File: src/rtl/traffic_light_ctrl.sv
// rtl/traffic_light_ctrl.sv - traffic light phase sequencer with per-second countdown
// Lamps and countdown digit are registered; a sticky pedestrian request shortens green.
module traffic_light_ctrl #(
  parameter int CLK_PER_SEC = 50000000,
  parameter int RED_TIME    = 9,
  parameter int RY_TIME     = 3,
  parameter int GREEN_TIME  = 9,
  parameter int YELLOW_TIME = 3,
  parameter int PED_MIN     = 3
) (
  input  logic       clk,
  input  logic       rst,
  input  logic       en,
  input  logic       ped_req,
  output logic       red,
  output logic       yellow,
  output logic       green,
  output logic [7:0] count,
  output logic       count_we
);

  localparam int            PW       = $clog2(CLK_PER_SEC);
  localparam logic [PW-1:0] PS_MAX   = PW'(CLK_PER_SEC - 1);
  localparam logic [3:0]    T_RED    = 4'(RED_TIME);
  localparam logic [3:0]    T_RY     = 4'(RY_TIME);
  localparam logic [3:0]    T_GREEN  = 4'(GREEN_TIME);
  localparam logic [3:0]    T_YELLOW = 4'(YELLOW_TIME);
  localparam logic [3:0]    T_PED    = 4'(PED_MIN);

  typedef enum logic [1:0] {
    S_RED,
    S_RED_YELLOW,
    S_GREEN,
    S_YELLOW
  } state_t;

  state_t        state;
  logic [PW-1:0] prescaler;
  logic [3:0]    cnt;
  logic          ped_pend;
  logic          tick;
  logic          last_sec;

  assign tick     = en && (prescaler == PS_MAX);
  assign last_sec = (cnt == 4'd1);
  assign count    = {4'b0000, cnt};

  always_ff @(posedge clk or posedge rst) begin
    if (rst) begin
      state     <= S_RED;
      red       <= 1'b1;
      yellow    <= 1'b0;
      green     <= 1'b0;
      cnt       <= T_RED;
      count_we  <= 1'b0;
      prescaler <= '0;
      ped_pend  <= 1'b0;
    end else begin
      count_we <= en;

      if (en) begin
        prescaler <= (prescaler == PS_MAX) ? '0 : prescaler + 1'b1;
      end

      // A new request on the RED-entry edge wins over the clear.
      if (ped_req) begin
        ped_pend <= 1'b1;
      end else if (tick && last_sec && state == S_YELLOW) begin
        ped_pend <= 1'b0;
      end

      if (tick) begin
        if (last_sec) begin
          unique case (state)
            S_RED: begin
              state  <= S_RED_YELLOW;
              cnt    <= T_RY;
              red    <= 1'b1;
              yellow <= 1'b1;
              green  <= 1'b0;
            end
            S_RED_YELLOW: begin
              state  <= S_GREEN;
              cnt    <= T_GREEN;
              red    <= 1'b0;
              yellow <= 1'b0;
              green  <= 1'b1;
            end
            S_GREEN: begin
              state  <= S_YELLOW;
              cnt    <= T_YELLOW;
              red    <= 1'b0;
              yellow <= 1'b1;
              green  <= 1'b0;
            end
            S_YELLOW: begin
              state  <= S_RED;
              cnt    <= T_RED;
              red    <= 1'b1;
              yellow <= 1'b0;
              green  <= 1'b0;
            end
          endcase
        end else if (state == S_GREEN && ped_pend && cnt > T_PED) begin
          cnt <= T_PED;
        end else begin
          cnt <= cnt - 1'b1;
        end
      end
    end
  end

endmodule

File: config.mk
export PLATFORM = sky130hd
export DESIGN_NAME = traffic_light_ctrl
export DESIGN_NICKNAME = d
export VERILOG_FILES = /design/src/rtl/traffic_light_ctrl.sv
export SDC_FILE = /design/constraint.sdc
export NUM_CORES = 1
export LEC_CHECK = 0
export ABC_AREA = 1
export CAP_MARGIN = 20
export CELL_PAD_IN_SITES_DETAIL_PLACEMENT = 1
export CELL_PAD_IN_SITES_GLOBAL_PLACEMENT = 2
export CORE_UTILIZATION = 23
export CTS_CLUSTER_SIZE = 24
export DETAILED_ROUTE_END_ITERATION = 8
export PLACE_DENSITY_LB_ADDON = 0.1
export SYNTH_ARGS = -nofsm -noshare
export SYNTH_HDL_FRONTEND = slang
export SYNTH_SLANG_ARGS = --single-unit
File: constraint.sdc
create_clock -name clk -period 1.9 [get_ports clk]
set_input_delay 0.57 -clock clk [delete_from_list [all_inputs] [get_ports clk]]
set_output_delay 0.57 -clock clk [all_outputs]
set_load 0.02 [all_outputs]
==> impl_metrics.py, run 1 <==
metrics = {
    "clock_tree": {
        "post_cts_resize_count": 4,
        "cts_root_buf": "clkbuf_8",
        "h-tree-depth": 2,
        "post_cts_buffers": 0,
        "cts_hold_buf": 0,
        "numCtsBuffers": 5,
        "cts.clk_slew.worst_paths_ns": 0.08,
        "cts_tree": "yes",
        "cts_buffer_depth": 2,
        "cts.sinks": 37,
        "insertion_delay_ns": 0.29,
    },
    "synthesis": {
        "synth_area_leaders": "dfrtp_1 (36%), nand2_1 (15%), nor2_1 (7.6%), inv_1 (7.1%), nand3_1 (4.8%)",
        "ys_types": 28,
        "synth-seq-cells": 37,
        "synth_edf_count": 0,
        "ys_warn_count": 0,
        "synth_simple_gate_area_share": 0.404,
        "synthArstFlopShare": 1.00,
        "yosysTopAreaCell": "dfrtp_1",
        "synth_top_family_by_area": "simple AND/OR/NAND/NOR gates",
        "netlist.area_leader.share": 0.358,
        "syn_area_sq_um": 2370,
        "synthCells": 331,
        "synth-seq-area-share": 0.392,
        "synth_fa_ha_area_frac": 0.0369,
        "synth_compound_area_frac": 0.0253,
        "avgSynthCellArea_sq_um": 7.17,
        "synth_mux_area_frac": 0,
        "ys.flop_type": "dfrtp_1",
        "synth-xor-area-share": 0.0406,
    },
    "critical_path": {
        "crit_chain": "clkdlybuf4s50_1",
        "path_buf_inv": 1,
        "rrSetupSlack_ns": 0.24,
        "timing.rr.end": "prescaler[13]",
        "critical_path.max_stage_delay_ns": 0.61,
        "end_kind": "output pin",
        "critPathArrivalTime_ns": 1.27,
        "path_max_fanout": 2,
        "r2r-start": "prescaler[21]",
        "path_delay_family": "buffers and inverters",
        "crit_required_ns": 1.33,
        "critPathLaunchType": "flop",
        "rr_worst_depth": 8,
        "crit_path_top_delay_cell": "clkdlybuf4s50_1",
        "critical_path_class": "reg -> out",
    },
    "power_and_ir_drop": {
        "power_density_nw_per_um2": 661,
        "cellLeakagePower_nw": 1.41,
        "peakVddDrop_uv": 473,
    },
    "floorplanning": {
        "die_h_um": 104,
        "dieArea_sq_um": 10700,
        "die_x_um": 104,
        "ioPinCount": 16,
        "initial_core_util": 0.240,
        "core_region_area_sq_um": 9910,
        "rows": 36,
    },
    "cells_and_area": {
        "multiInputGateArea_sq_um": 1220,
        "layout-drive-gt1-share": 0.166,
        "antenna_cells": 0,
        "fillers": 1262,
        "layout.nets": 372,
        "area_delta_synth_final_pct": 20.5,
        "fin_util": 0.289,
        "seqCellArea_sq_um": 930,
    },
    "global_route": {
        "grt_pass1_vias": 2210,
        "antenna_found_initial": 0,
        "grt_remaining_overflow": 0,
        "grt_pass1_wl_um": 11500,
        "grt_usage": 0.135,
        "grt_max_degree": 38,
    },
    "timing": {
        "clock_skew_ns": 0.00639,
        "finalHoldViolations": 0,
        "period_share": 0.967,
        "maxSlewViolCount": 0,
        "period_needed_ns": 1.84,
        "rsz0062_at_grt": "no",
        "setup_viol": 0,
        "setup_slack_ns": 0.0621,
        "fmax_ghz": 0.544,
    },
    "hold_path": {
        "hold_depth": 2,
        "hold_end": "red",
        "min_path_type": "reg -> reg",
        "worstHoldStart": "red",
    },
    "drt": {
        "vias": 2030,
        "detail-route-antenna-nets": 0,
        "drt_iter0_markers": 46,
        "drc": 0,
        "routed_wl_um": 6500,
        "via_per_inst": 4.10,
        "firstDrtPassIters": 4,
        "wl_per_cell_um": 13.1,
    },
    "placement": {
        "hpwl_um": 5150,
        "place_ws_ns": -0.169,
        "port_buffers": 11,
        "gp_congestion": 0.690,
    },
    "status": {
        "status": "completed",
    },
    "flow_run": {
        "maxCapViolations": 0,
    },
}
## cells in the mapped netlist (all sizes together) (6+ instances only)
cell type / instances
nand3: 26
ha: 7
nor2: 66
o21ai: 6
dfrtp: 34
nand4: 7
nand2: 100
xor2: 10
inv: 48
buf: 8
nor3: 6
## cells by family (layout without fill, tap and decap cells)
family          after synthesis  count (layout)
other cells                   1               4
simple gates                208             208
xor+xnor                     11              11
fa+ha+maj                     7               7
buf+inv                      56              84
compound gates               11              11
flops                        37              37
## layout make-up
cell class,count,share of cell area
inverters,48,0.0630
well taps,133,0.0582
clock inverters,1,0.0105
repair buffers,28,0.0867
clock buffers,7,0.0302
flip-flops and latches,37,0.325
multi-input cells,241,0.426
## worst reg2reg max path: cells and delay by family (launching register included)
family	cells	cell delay [ns]
flops	1	0.43
buf+inv	2	0.32
compound gates	1	0.07
simple gates	5	0.73
## worst max path at each step
stage,from,endpoint,slack [ns],depth (start not counted)
floorplan,en,prescaler[24],0.43,9
global route,en,prescaler[22],0.008,11
finish,yellow,yellow,0.06,1
detailed placement,en,prescaler[22],-0.17,11
global placement,en,prescaler[22],-0.16,11
CTS,cnt[1],count[1],0.03,1
## cell usage in the layout, fill, tap and decap left out, types with 2 or more instances in the layout
cell type        netlist  final
dlygate4sd2_1          0      4
clkdlybuf4s50_1        0      6
ha_1                   7      7
nand2_1               93     93
inv_1                 45     45
nor2_2                11     11
a21oi_1                3      3
nor2_4                 7      7
o21ai_0                4      4
xor2_1                10     10
dfrtp_1               34     34
dfstp_2                3      3
o21ai_1                2      2
buf_4                  4     16
nor3_1                 6      6
nand2_2                7      7
inv_2                  3      3
nor2_1                48     48
nand3_1               23     23
clkbuf_8               0      6
conb_1                 1      4
nand3_2                3      3
nand4_1                7      7
## per-layer routing
layer | track usage | part of all wire | routed length (um) | vias to the layer above
li1 | - | - | - | 1066
met1 | 0.187 | 0.52 | 3390 | 945
met2 | 0.218 | 0.45 | 2940 | 15
met4 | 0.0342 | 0.0083 | 54 | 0
met3 | 0.0233 | 0.017 | 111 | 4
met5 | 0 | 0 | 0 | -
## per-stage QoR
step / instances / area, sq um / power, mW / setup TNS, ns / hold slack (ns)
6_report: 495 / 2860 / 1.89 / 0 / 0.467
5_1_grt: 495 / 2860 / 2.00 / 0 / 0.483
4_1_cts: 495 / 2860 / 1.94 / 0 / 0.472
3_5_place_dp: 487 / 2750 / 1.17 / -2.31 / 0.463
3_3_place_gp: 487 / 2750 / 1.17 / -1.64 / 0.457
2_1_floorplan: 334 / 2380 / 1.10 / 0 / 0.443
## sequential cells by signal, summed over array words and instances, names as in the netlist
name / count
state: 2
count_we: 1
prescaler: 26
cnt: 4
red: 1
green: 1
yellow: 1
ped_pend: 1
## power breakdown
part	leakage, nW	internal [mW]	total (mW)	switching (mW)
registers	0.448	0.845	0.913	0.0684
logic	0.901	0.0916	0.236	0.144
clock network	0.0585	0.429	0.742	0.313
(Power assumes the default switching activity.)
==> run 2: changes to the inputs <==
- RECOVER_POWER: default -> 50
- clock period: 1.9 -> 2.1 ns (I/O delays scaled with it)
==> run 2 against run 1 <==
  * Clock skew shrank 0.0019 ns
  * Non-clock buffer count down 5
  * Highest routed layer unchanged
  * Worst hold slack improved by 0.0096 ns
  * Critical endpoint is now red
  * Sequential power is 9.1% lower
==> impl_metrics.py, run 2 (synthesis results as in run 1) <==
metrics = {
    "floorplanning": {
        "ioPinCount": 16,
        "core_region_area_sq_um": 9910,
        "dieArea_sq_um": 10700,
        "die_h_um": 104,
        "rows": 36,
        "initial_core_util": 0.240,
        "die_x_um": 104,
    },
    "critical_path": {
        "rrSetupSlack_ns": 0.44,
        "timing.rr.end": "prescaler[13]",
        "critPathLaunchType": "flop",
        "crit_chain": "clkdlybuf4s50_1",
        "crit_path_top_delay_cell": "clkdlybuf4s50_1",
        "path_buf_inv": 1,
        "path_max_fanout": 2,
        "crit_required_ns": 1.47,
        "path_delay_family": "buffers and inverters",
        "critPathArrivalTime_ns": 1.43,
        "end_kind": "output pin",
        "critical_path_class": "reg -> out",
        "rr_worst_depth": 9,
        "critical_path.max_stage_delay_ns": 0.60,
        "crit_cells": 1,
        "r2r-start": "prescaler[1]",
    },
    "power_and_ir_drop": {
        "p_comb_frac": 0.135,
        "cellLeakagePower_nw": 1.33,
        "switchingPower_mw": 0.456,
        "p_sw_frac": 0.298,
        "p_total_mw": 1.53,
        "power_density_nw_per_um2": 554,
        "p_int_mw": 1.08,
        "pwr-share-clk": 0.323,
        "p_seq_frac": 0.541,
        "peakVddDrop_uv": 396,
    },
    "timing": {
        "maxSlewViolCount": 0,
        "tns_ns": 0,
        "rsz0062_at_grt": "no",
        "period_needed_ns": 2.06,
        "clock_skew_ns": 0.00444,
        "max_slew_margin": 0.336,
        "tightestPinTransition_ns": 0.996,
        "fmax_ghz": 0.487,
        "setup_viol": 0,
        "period_share": 0.979,
        "finalHoldViolations": 0,
    },
    "drt": {
        "drt_iter0_markers": 68,
        "vias": 2017,
        "wl_per_cell_um": 12.8,
        "via_per_inst": 4.12,
        "detail-route-antenna-nets": 0,
        "routed_wl_um": 6270,
        "drc": 0,
        "firstDrtPassIters": 4,
    },
    "placement": {
        "port_buffers": 11,
        "hpwl_um": 4970,
        "gp_congestion": 0.703,
    },
    "global_route": {
        "antenna_found_initial": 0,
        "grt_pass1_wl_um": 11000,
        "grt_max_degree": 38,
        "grt_usage": 0.129,
        "grt_remaining_overflow": 0,
        "grt_pass1_vias": 2159,
    },
    "cells_and_area": {
        "largest_reg_flops": 26,
        "fin_util": 0.280,
        "largest_register": "prescaler",
        "area_delta_synth_final_pct": 16.7,
        "final_cell_mix": "nand2_1 (93), nor2_1 (48), inv_1 (45)",
        "reg.largest.list": "prescaler x26, cnt x4, state x2",
        "antenna_cells": 0,
        "layout.nets": 367,
        "final_common_cell": "nand2_1",
        "layout-drive-gt1-share": 0.148,
    },
    "clock_tree": {
        "insertion_delay_ns": 0.29,
        "h-tree-depth": 2,
        "cts_tree": "yes",
        "cts_hold_buf": 0,
        "post_cts_buffers": 0,
        "cts.clk_slew.worst_paths_ns": 0.08,
        "numCtsBuffers": 5,
        "cts.sinks": 37,
        "cts_buffer_depth": 2,
        "post_cts_resize_count": 2,
        "cts_root_buf": "clkbuf_8",
    },
    "hold_path": {
        "min_path_type": "reg -> reg",
        "worstHoldStart": "red",
        "hold_end": "red",
        "hold_depth": 2,
    },
    "flow_run": {
        "maxCapViolations": 0,
    },
    "status": {
        "status": "completed",
    },
}
-- run 2: power by group through the flow --
stage	Clock, mW	Sequential, mW	Combinational, mW
after floorplan	0	0.829	0.167
after global placement	0	0.843	0.217
after detailed placement	0	0.843	0.220
after CTS	0.533	0.830	0.220
after global routing	0.559	0.841	0.244
final	0.496	0.830	0.208
-- run 2: layer usage --
layer  global-route usage  share of wire  wire length, um
met1                0.178           0.52             3290
met2                0.210           0.45             2830
met3               0.0208          0.015               93
met4               0.0311         0.0086               54
met5                    0              0                0
-- run 2: worst max-delay path by stage --
stage | from | slack, ns | endpoint
2_1_floorplan | en | 0.57 | prescaler[24]
3_3_place_gp | en | -0.02 | prescaler[22]
3_5_place_dp | en | -0.04 | prescaler[22]
4_1_cts | red | 0.03 | red
5_1_grt | red | 0.003 | red
6_report | red | 0.04 | red
-- run 2: per-stage QoR --
step | setup WS [ns] | hold slack [ns] | cells | cell area [sq um]
5_1_grt | 0.00344 | 0.501 | 490 | 2770
6_report | 0.0446 | 0.477 | 490 | 2770
4_1_cts | 0.0250 | 0.482 | 490 | 2790
3_5_place_dp | -0.0351 | 0.460 | 482 | 2710
3_3_place_gp | -0.0221 | 0.459 | 482 | 2710
2_1_floorplan | 0.574 | 0.443 | 334 | 2380
-- run 2: final cells by class --
type,count,area (sq um)
fill,1236,7140
multi-input combinational,241,1220
sequential,37,930
timing repair buffer,23,195
inverter,48,180
tap,133,166
clock buffer,8,80.1
